[src/rtl/id_ex_stage.sv]
// ID/EX pipeline register with MEM/WB operand forwarding, load-use bubble insertion
// and a saturating count of inserted bubbles.
module id_ex_stage #(
  parameter int XLEN   = 32,
  parameter int RA_W   = 5,
  parameter int CTRL_W = 4,
  parameter int CNT_W  = 16
) (
  input  logic              clk,
  input  logic              rst,
  input  logic              stall_i,
  input  logic              flush_i,
  input  logic              id_valid_i,
  input  logic [XLEN-1:0]   id_pc_i,
  input  logic [XLEN-1:0]   id_rs1_data_i,
  input  logic [XLEN-1:0]   id_rs2_data_i,
  input  logic [XLEN-1:0]   id_imm_i,
  input  logic [RA_W-1:0]   id_rs1_i,
  input  logic [RA_W-1:0]   id_rs2_i,
  input  logic [RA_W-1:0]   id_rd_i,
  input  logic              id_alu_src_i,
  input  logic [CTRL_W-1:0] id_alu_ctrl_i,
  input  logic              id_reg_write_i,
  input  logic              id_mem_read_i,
  input  logic              id_mem_write_i,
  input  logic              id_branch_i,
  input  logic [RA_W-1:0]   mem_rd_i,
  input  logic [RA_W-1:0]   wb_rd_i,
  input  logic              mem_reg_write_i,
  input  logic              wb_reg_write_i,
  input  logic [XLEN-1:0]   mem_result_i,
  input  logic [XLEN-1:0]   wb_result_i,
  output logic [XLEN-1:0]   ex_in1_o,
  output logic [XLEN-1:0]   ex_in2_o,
  output logic [CTRL_W-1:0] ex_alu_ctrl_o,
  output logic [XLEN-1:0]   ex_store_data_o,
  output logic [XLEN-1:0]   ex_pc_o,
  output logic [RA_W-1:0]   ex_rd_o,
  output logic              ex_reg_write_o,
  output logic              ex_mem_read_o,
  output logic              ex_mem_write_o,
  output logic              ex_branch_o,
  output logic              ex_valid_o,
  output logic              load_use_stall_o,
  output logic [CNT_W-1:0]  bubble_cnt_o
);

  typedef struct packed {
    logic              valid;
    logic [XLEN-1:0]   pc;
    logic [XLEN-1:0]   rs1_data;
    logic [XLEN-1:0]   rs2_data;
    logic [XLEN-1:0]   imm;
    logic [RA_W-1:0]   rs1;
    logic [RA_W-1:0]   rs2;
    logic [RA_W-1:0]   rd;
    logic              alu_src;
    logic [CTRL_W-1:0] alu_ctrl;
    logic              reg_write;
    logic              mem_read;
    logic              mem_write;
    logic              branch;
  } ex_reg_t;

  localparam int               EX_W     = $bits(ex_reg_t);
  localparam ex_reg_t          EX_CLEAR = ex_reg_t'({EX_W{1'b0}});
  localparam logic [CNT_W-1:0] CNT_MAX  = {CNT_W{1'b1}};
  localparam logic [CNT_W-1:0] CNT_ONE  = {{(CNT_W-1){1'b0}}, 1'b1};
  localparam logic [RA_W-1:0]  REG_X0   = {RA_W{1'b0}};

  ex_reg_t          ex_r;
  ex_reg_t          id_fields_s;
  logic [CNT_W-1:0] bubble_cnt_r;
  logic             load_use_s;
  logic             bubble_s;
  logic [XLEN-1:0]  fwd_rs1_s;
  logic [XLEN-1:0]  fwd_rs2_s;
  logic [XLEN-1:0]  in2_s;

  // MEM result beats WB result; x0 is never forwarded.
  function automatic logic [XLEN-1:0] fwd_sel(
    input logic [RA_W-1:0] src,
    input logic [XLEN-1:0] held,
    input logic            mem_we,
    input logic [RA_W-1:0] mem_rd,
    input logic [XLEN-1:0] mem_res,
    input logic            wb_we,
    input logic [RA_W-1:0] wb_rd,
    input logic [XLEN-1:0] wb_res
  );
    logic [XLEN-1:0] res;
    if (mem_we && (mem_rd != REG_X0) && (mem_rd == src)) begin
      res = mem_res;
    end else if (wb_we && (wb_rd != REG_X0) && (wb_rd == src)) begin
      res = wb_res;
    end else begin
      res = held;
    end
    return res;
  endfunction

  // Load in EX whose dest is read by the ID instruction (rs2 counts as ALU operand or store data).
  always_comb begin
    load_use_s = 1'b0;
    if (ex_r.valid && ex_r.mem_read && id_valid_i && (ex_r.rd != REG_X0)) begin
      load_use_s = (ex_r.rd == id_rs1_i) ||
                   ((ex_r.rd == id_rs2_i) && (!id_alu_src_i || id_mem_write_i));
    end else begin
      load_use_s = 1'b0;
    end
  end

  // Flush always bubbles; a load-use bubble only when not globally stalled.
  always_comb begin
    bubble_s = 1'b0;
    if (flush_i) begin
      bubble_s = 1'b1;
    end else if (stall_i) begin
      bubble_s = 1'b0;
    end else begin
      bubble_s = load_use_s;
    end
  end

  // Fields captured from ID; control enables are squashed for non-instructions.
  always_comb begin
    id_fields_s          = EX_CLEAR;
    id_fields_s.valid    = id_valid_i;
    id_fields_s.pc       = id_pc_i;
    id_fields_s.rs1_data = id_rs1_data_i;
    id_fields_s.rs2_data = id_rs2_data_i;
    id_fields_s.imm      = id_imm_i;
    id_fields_s.rs1      = id_rs1_i;
    id_fields_s.rs2      = id_rs2_i;
    id_fields_s.rd       = id_rd_i;
    id_fields_s.alu_src  = id_alu_src_i;
    id_fields_s.alu_ctrl = id_alu_ctrl_i;
    if (id_valid_i) begin
      id_fields_s.reg_write = id_reg_write_i;
      id_fields_s.mem_read  = id_mem_read_i;
      id_fields_s.mem_write = id_mem_write_i;
      id_fields_s.branch    = id_branch_i;
    end else begin
      id_fields_s.reg_write = 1'b0;
      id_fields_s.mem_read  = 1'b0;
      id_fields_s.mem_write = 1'b0;
      id_fields_s.branch    = 1'b0;
    end
  end

  // Pipeline register: a bubble zeroes every field so the ALU operands read 0.
  always_ff @(posedge clk or posedge rst) begin
    if (rst) begin
      ex_r <= EX_CLEAR;
    end else if (bubble_s) begin
      ex_r <= EX_CLEAR;
    end else if (!stall_i) begin
      ex_r <= id_fields_s;
    end
  end

  // Saturating bubble counter.
  always_ff @(posedge clk or posedge rst) begin
    if (rst) begin
      bubble_cnt_r <= {CNT_W{1'b0}};
    end else if (bubble_s && (bubble_cnt_r != CNT_MAX)) begin
      bubble_cnt_r <= bubble_cnt_r + CNT_ONE;
    end
  end

  // Forwarding muxes on the registered source addresses.
  always_comb begin
    fwd_rs1_s = fwd_sel(ex_r.rs1, ex_r.rs1_data, mem_reg_write_i, mem_rd_i, mem_result_i,
                        wb_reg_write_i, wb_rd_i, wb_result_i);
    fwd_rs2_s = fwd_sel(ex_r.rs2, ex_r.rs2_data, mem_reg_write_i, mem_rd_i, mem_result_i,
                        wb_reg_write_i, wb_rd_i, wb_result_i);
    if (ex_r.alu_src) begin
      in2_s = ex_r.imm;
    end else begin
      in2_s = fwd_rs2_s;
    end
  end

  assign ex_in1_o         = fwd_rs1_s;
  assign ex_in2_o         = in2_s;
  assign ex_store_data_o  = fwd_rs2_s;
  assign ex_alu_ctrl_o    = ex_r.alu_ctrl;
  assign ex_pc_o          = ex_r.pc;
  assign ex_rd_o          = ex_r.rd;
  assign ex_reg_write_o   = ex_r.reg_write;
  assign ex_mem_read_o    = ex_r.mem_read;
  assign ex_mem_write_o   = ex_r.mem_write;
  assign ex_branch_o      = ex_r.branch;
  assign ex_valid_o       = ex_r.valid;
  assign load_use_stall_o = load_use_s;
  assign bubble_cnt_o     = bubble_cnt_r;

endmodule

[config.mk]
export PLATFORM = sky130hd
export DESIGN_NAME = id_ex_stage
export DESIGN_NICKNAME = d
export VERILOG_FILES = /design/src/rtl/id_ex_stage.sv
export SDC_FILE = /design/constraint.sdc
export NUM_CORES = 1
export LEC_CHECK = 0
export BUFFER_PORTS_ARGS = -buffer_cell sky130_fd_sc_hd__buf_2
export CAP_MARGIN = 30
export CORE_AREA = 2 2 154 156
export CTS_BUF_LIST = sky130_fd_sc_hd__clkbuf_8
export DETAILED_ROUTE_END_ITERATION = 12
export DIE_AREA = 0 0 156 158
export PLACE_DENSITY = 0.78
export SLEW_MARGIN = 20
export SYNTH_ARGS = -nofsm -noshare
export SYNTH_HDL_FRONTEND = slang
export SYNTH_SLANG_ARGS = --single-unit
[constraint.sdc]
create_clock -name clk -period 8.8 [get_ports clk]
set_input_delay 1.32 -clock clk [delete_from_list [all_inputs] [get_ports clk]]
set_output_delay 1.32 -clock clk [all_outputs]
set_load 0.01 [all_outputs]
==> impl_metrics.json <==
{
  "status": "completed",
  "hold_viol": 0,
  "synthSimpleGateAreaFrac_pct": 14.1,
  "initial_core_util_pct": 38.9,
  "synth_top_family_by_area": "compound AO/OA/AOI/OAI gates",
  "p_per_area_mw_per_mm2": 169,
  "required_ns": 7.48,
  "syn_inst": 950,
  "max_slew_margin_pct": 34.2,
  "rsz0062_at_grt": "no",
  "timing.final.crit_period_ns": 5.06,
  "antenna_found_initial": 1,
  "regArea_mm2": 0.00423,
  "crit_top_cell": "buf_2",
  "crit_arrival_ns": 3.74,
  "fin_skew_ns": 0.0241,
  "crit_slowest_cell": "buf_4",
  "critPathLaunchType": "primary input",
  "grt_max_degree": 99,
  "route.detailed.drc": 0,
  "coreArea_mm2": 0.0231,
  "setup_violations": 0,
  "dr.pass1.iters": 5,
  "p_leak_nw": 5.68,
  "synth_compound_area_share_pct": 15.9,
  "diodes": 0,
  "cp_max_fo": 64,
  "post-cts-setup-buffer-count": 0,
  "multi_input_area_mm2": 0.00415,
  "cts_tree": "built",
  "grt_pass1_wl_um": 42200,
  "dp_slack_ns": 3.80,
  "synthFlopType": "dfrtp_1",
  "die_w_um": 156,
  "fp.dieArea_mm2": 0.0246,
  "dp_hpwl_um": 20200,
  "via_count": 8236,
  "n_fill_cell": 2161,
  "cp_cell_sequence": "buf_2 > or4_1 > o21ai_1 > or4_2 > buf_4 > a21oi_1 > mux2_2 > buf_2",
  "dr_wl_met2_um": 13700,
  "wl_per_cell_um": 18.0,
  "drive_gt1_share_pct": 38.4,
  "ys_warn_count": 0,
  "clock_sinks": 169,
  "final_util_pct": 49.2,
  "tns_ns": 0,
  "cts_root_buffer": "clkbuf_8",
  "hp-class": "reg -> reg",
  "highest_layer": "met4",
  "grt_use_total_pct": 22.0,
  "wl_met1_um": 11700,
  "yosys_register_bits": 169,
  "io_pins": 392,
  "place_congestion": 0.941,
  "synth_edf_count": 0,
  "ant_nets": 0,
  "fin_nets": 1500,
  "timing.final.ws_setup_ns": 3.74,
  "synthAdderAreaFrac_pct": 0.139,
  "grt_pass1_vias": 7883,
  "rows": 56,
  "syn-num-nets": 1184,
  "seq_area_frac_synth_pct": 47.1,
  "die_h_um": 158,
  "slew_violations": 0,
  "wl_met3_um": 2240,
  "critPathKind": "in -> out",
  "timing.fmax_mhz": 198,
  "vias_per_cell": 5.25,
  "cts_buffer_depth": 2,
  "ctsHoldBuffers": 0,
  "tightest_slew_ns": 0.987,
  "wl_um": 28200,
  "end_kind": "output port",
  "async_reset_ff_share_pct": 100,
  "design_area_mm2": 0.0113,
  "synth_cell_types": 38,
  "syn-cell-area_mm2": 0.00897,
  "max_stage_delay_ns": 0.58,
  "area_delta_synth_final_pct": 26.3,
  "h-tree-depth": 4,
  "fin_crit_sh_pct": 57.4,
  "drt_iter0_drc": 509,
  "cts.clk_slew.worst_paths_ns": 0.09,
  "clk_latency_ns": 0.44,
  "io_buffers": 391,
  "p_total_mw": 1.92,
  "drv_cap": 0,
  "synth-xor-area-share_pct": 4.20,
  "grt-ovfl-total": 0,
  "muxShareOfSynthArea_pct": 11.4,
  "ir_drop_v": 0.000129,
  "cts_buffers": 17,
  "ctsResizeCount": 0,
  "place_area_mm2": 0.0108,
  "syn-mean-instance-area_um2": 9.45
}
[layout by cell type (no fill, tap or decap), drive strengths merged]
cell type	n
buf	405
ha	1
and3	4
a21oi	122
clkbuf	17
o31ai	2
nand2	219
nand4	8
nand3	13
nor2	39
nand4b	1
dfrtp	169
and4	1
clkinv	2
or4	3
a22oi	1
nor3	5
nor4	4
mux2	34
nand2b	1
xor2	21
a22o	62
o22ai	1
inv	10
bufinv	5
nor2b	2
o21ai	39
xnor2	22
mux2i	64
nor4b	1
[cell usage after synthesis (2+ instances only)]
master / number / share of area [%]
a21oi_1: 113 / 6.3
a21oi_2: 9 / 0.88
a22o_1: 62 / 6.1
and3_1: 4 / 0.28
buf_2: 17 / 0.95
buf_4: 50 / 4.2
buf_6: 3 / 0.38
clkbuf_1: 37 / 1.5
dfrtp_1: 169 / 47
inv_1: 3 / 0.13
mux2_2: 34 / 4.3
mux2i_1: 64 / 7.1
nand2_1: 219 / 9.2
nand3_1: 13 / 0.72
nand4_1: 8 / 0.56
nor2_1: 39 / 1.6
nor2b_1: 2 / 0.14
nor3_1: 4 / 0.22
nor4_2: 2 / 0.28
o21ai_0: 37 / 2.1
o31ai_1: 2 / 0.17
or4_1: 2 / 0.17
xnor2_1: 22 / 2.1
xor2_1: 21 / 2.0
[worst paths after layout]
| check | end | cells after the start | slack (ns) | start |
|---|---|---|---|---|
| setup reg to reg | bubble_cnt_o[14] | 7 | 6.15 | ex_rd_o[3] |
| hold reg to reg | ex_branch_o | 2 | 0.50 | ex_branch_o |
| max in group asynchronous | ex_r[100] | 4 | 7.07 | rst |
| hold / removal | ex_branch_o | 2 | 0.50 | ex_branch_o |
| min in group asynchronous | ex_pc_o[22] | 2 | 0.80 | rst |
| setup / recovery | ex_in2_o[19] | 8 | 3.74 | mem_rd_i[1] |
[per-stage QoR]
| step | cells | hold WS, ns |
|---|---|---|
| 2_1_floorplan | 950 | 0.467 |
| 3_3_place_gp | 1533 | 0.461 |
| 3_5_place_dp | 1533 | 0.480 |
| 4_1_cts | 1564 | 0.503 |
| 5_1_grt | 1568 | 0.527 |
| 6_report | 1568 | 0.496 |
[worst max-delay path, delay by kind of cell]
kind | cells | cell delay [ns]
buffers and inverters | 3 | 0.84
AO/OA/AOI/OAI | 2 | 0.47
multiplexers | 1 | 0.31
AND/OR/NAND/NOR | 2 | 0.70
[where the power goes]
part | leakage (nW) | total (mW) | switching, mW | internal (mW)
Sequential | 2.22 | 0.894 | 0.0610 | 0.833
Clock | 0.236 | 0.654 | 0.309 | 0.346
Combinational | 3.22 | 0.372 | 0.203 | 0.168
[sequential cells by signal, summed over array words and instances (netlist names)]
name,cells
bubble_cnt_o,16
ex_alu_ctrl_o,4
ex_branch_o,1
ex_mem_read_o,1
ex_mem_write_o,1
ex_pc_o,32
ex_r,107
ex_rd_o,5
ex_reg_write_o,1
ex_valid_o,1
[area by class of cell]
type,instances,area share [%]
sequential,169,37.3
multi-input combinational,670,36.6
timing repair buffer,405,18.6
tap,290,3.20
clock buffer,17,2.06
clock inverter,14,2.03
inverter,3,0.144
[cells by family (layout without fill, tap and decap cells)]
| group | after synthesis | count (layout) |
|---|---|---|
| buf+inv | 111 | 439 |
| simple gates | 301 | 301 |
| mux | 98 | 98 |
| xor+xnor | 43 | 43 |
| fa+ha+maj | 1 | 1 |
| compound gates | 227 | 227 |
| flops | 169 | 169 |
[routing by layer]
| metal | global-route usage, % | vias to the layer above |
|---|---|---|
| met5 | 0 | - |
| met1 | 27.9 | 3942 |
| li1 | - | 3859 |
| met3 | 5.31 | 40 |
| met2 | 37.5 | 395 |
| met4 | 6.42 | 0 |
Note: power is estimated with default switching activity, not from simulation.
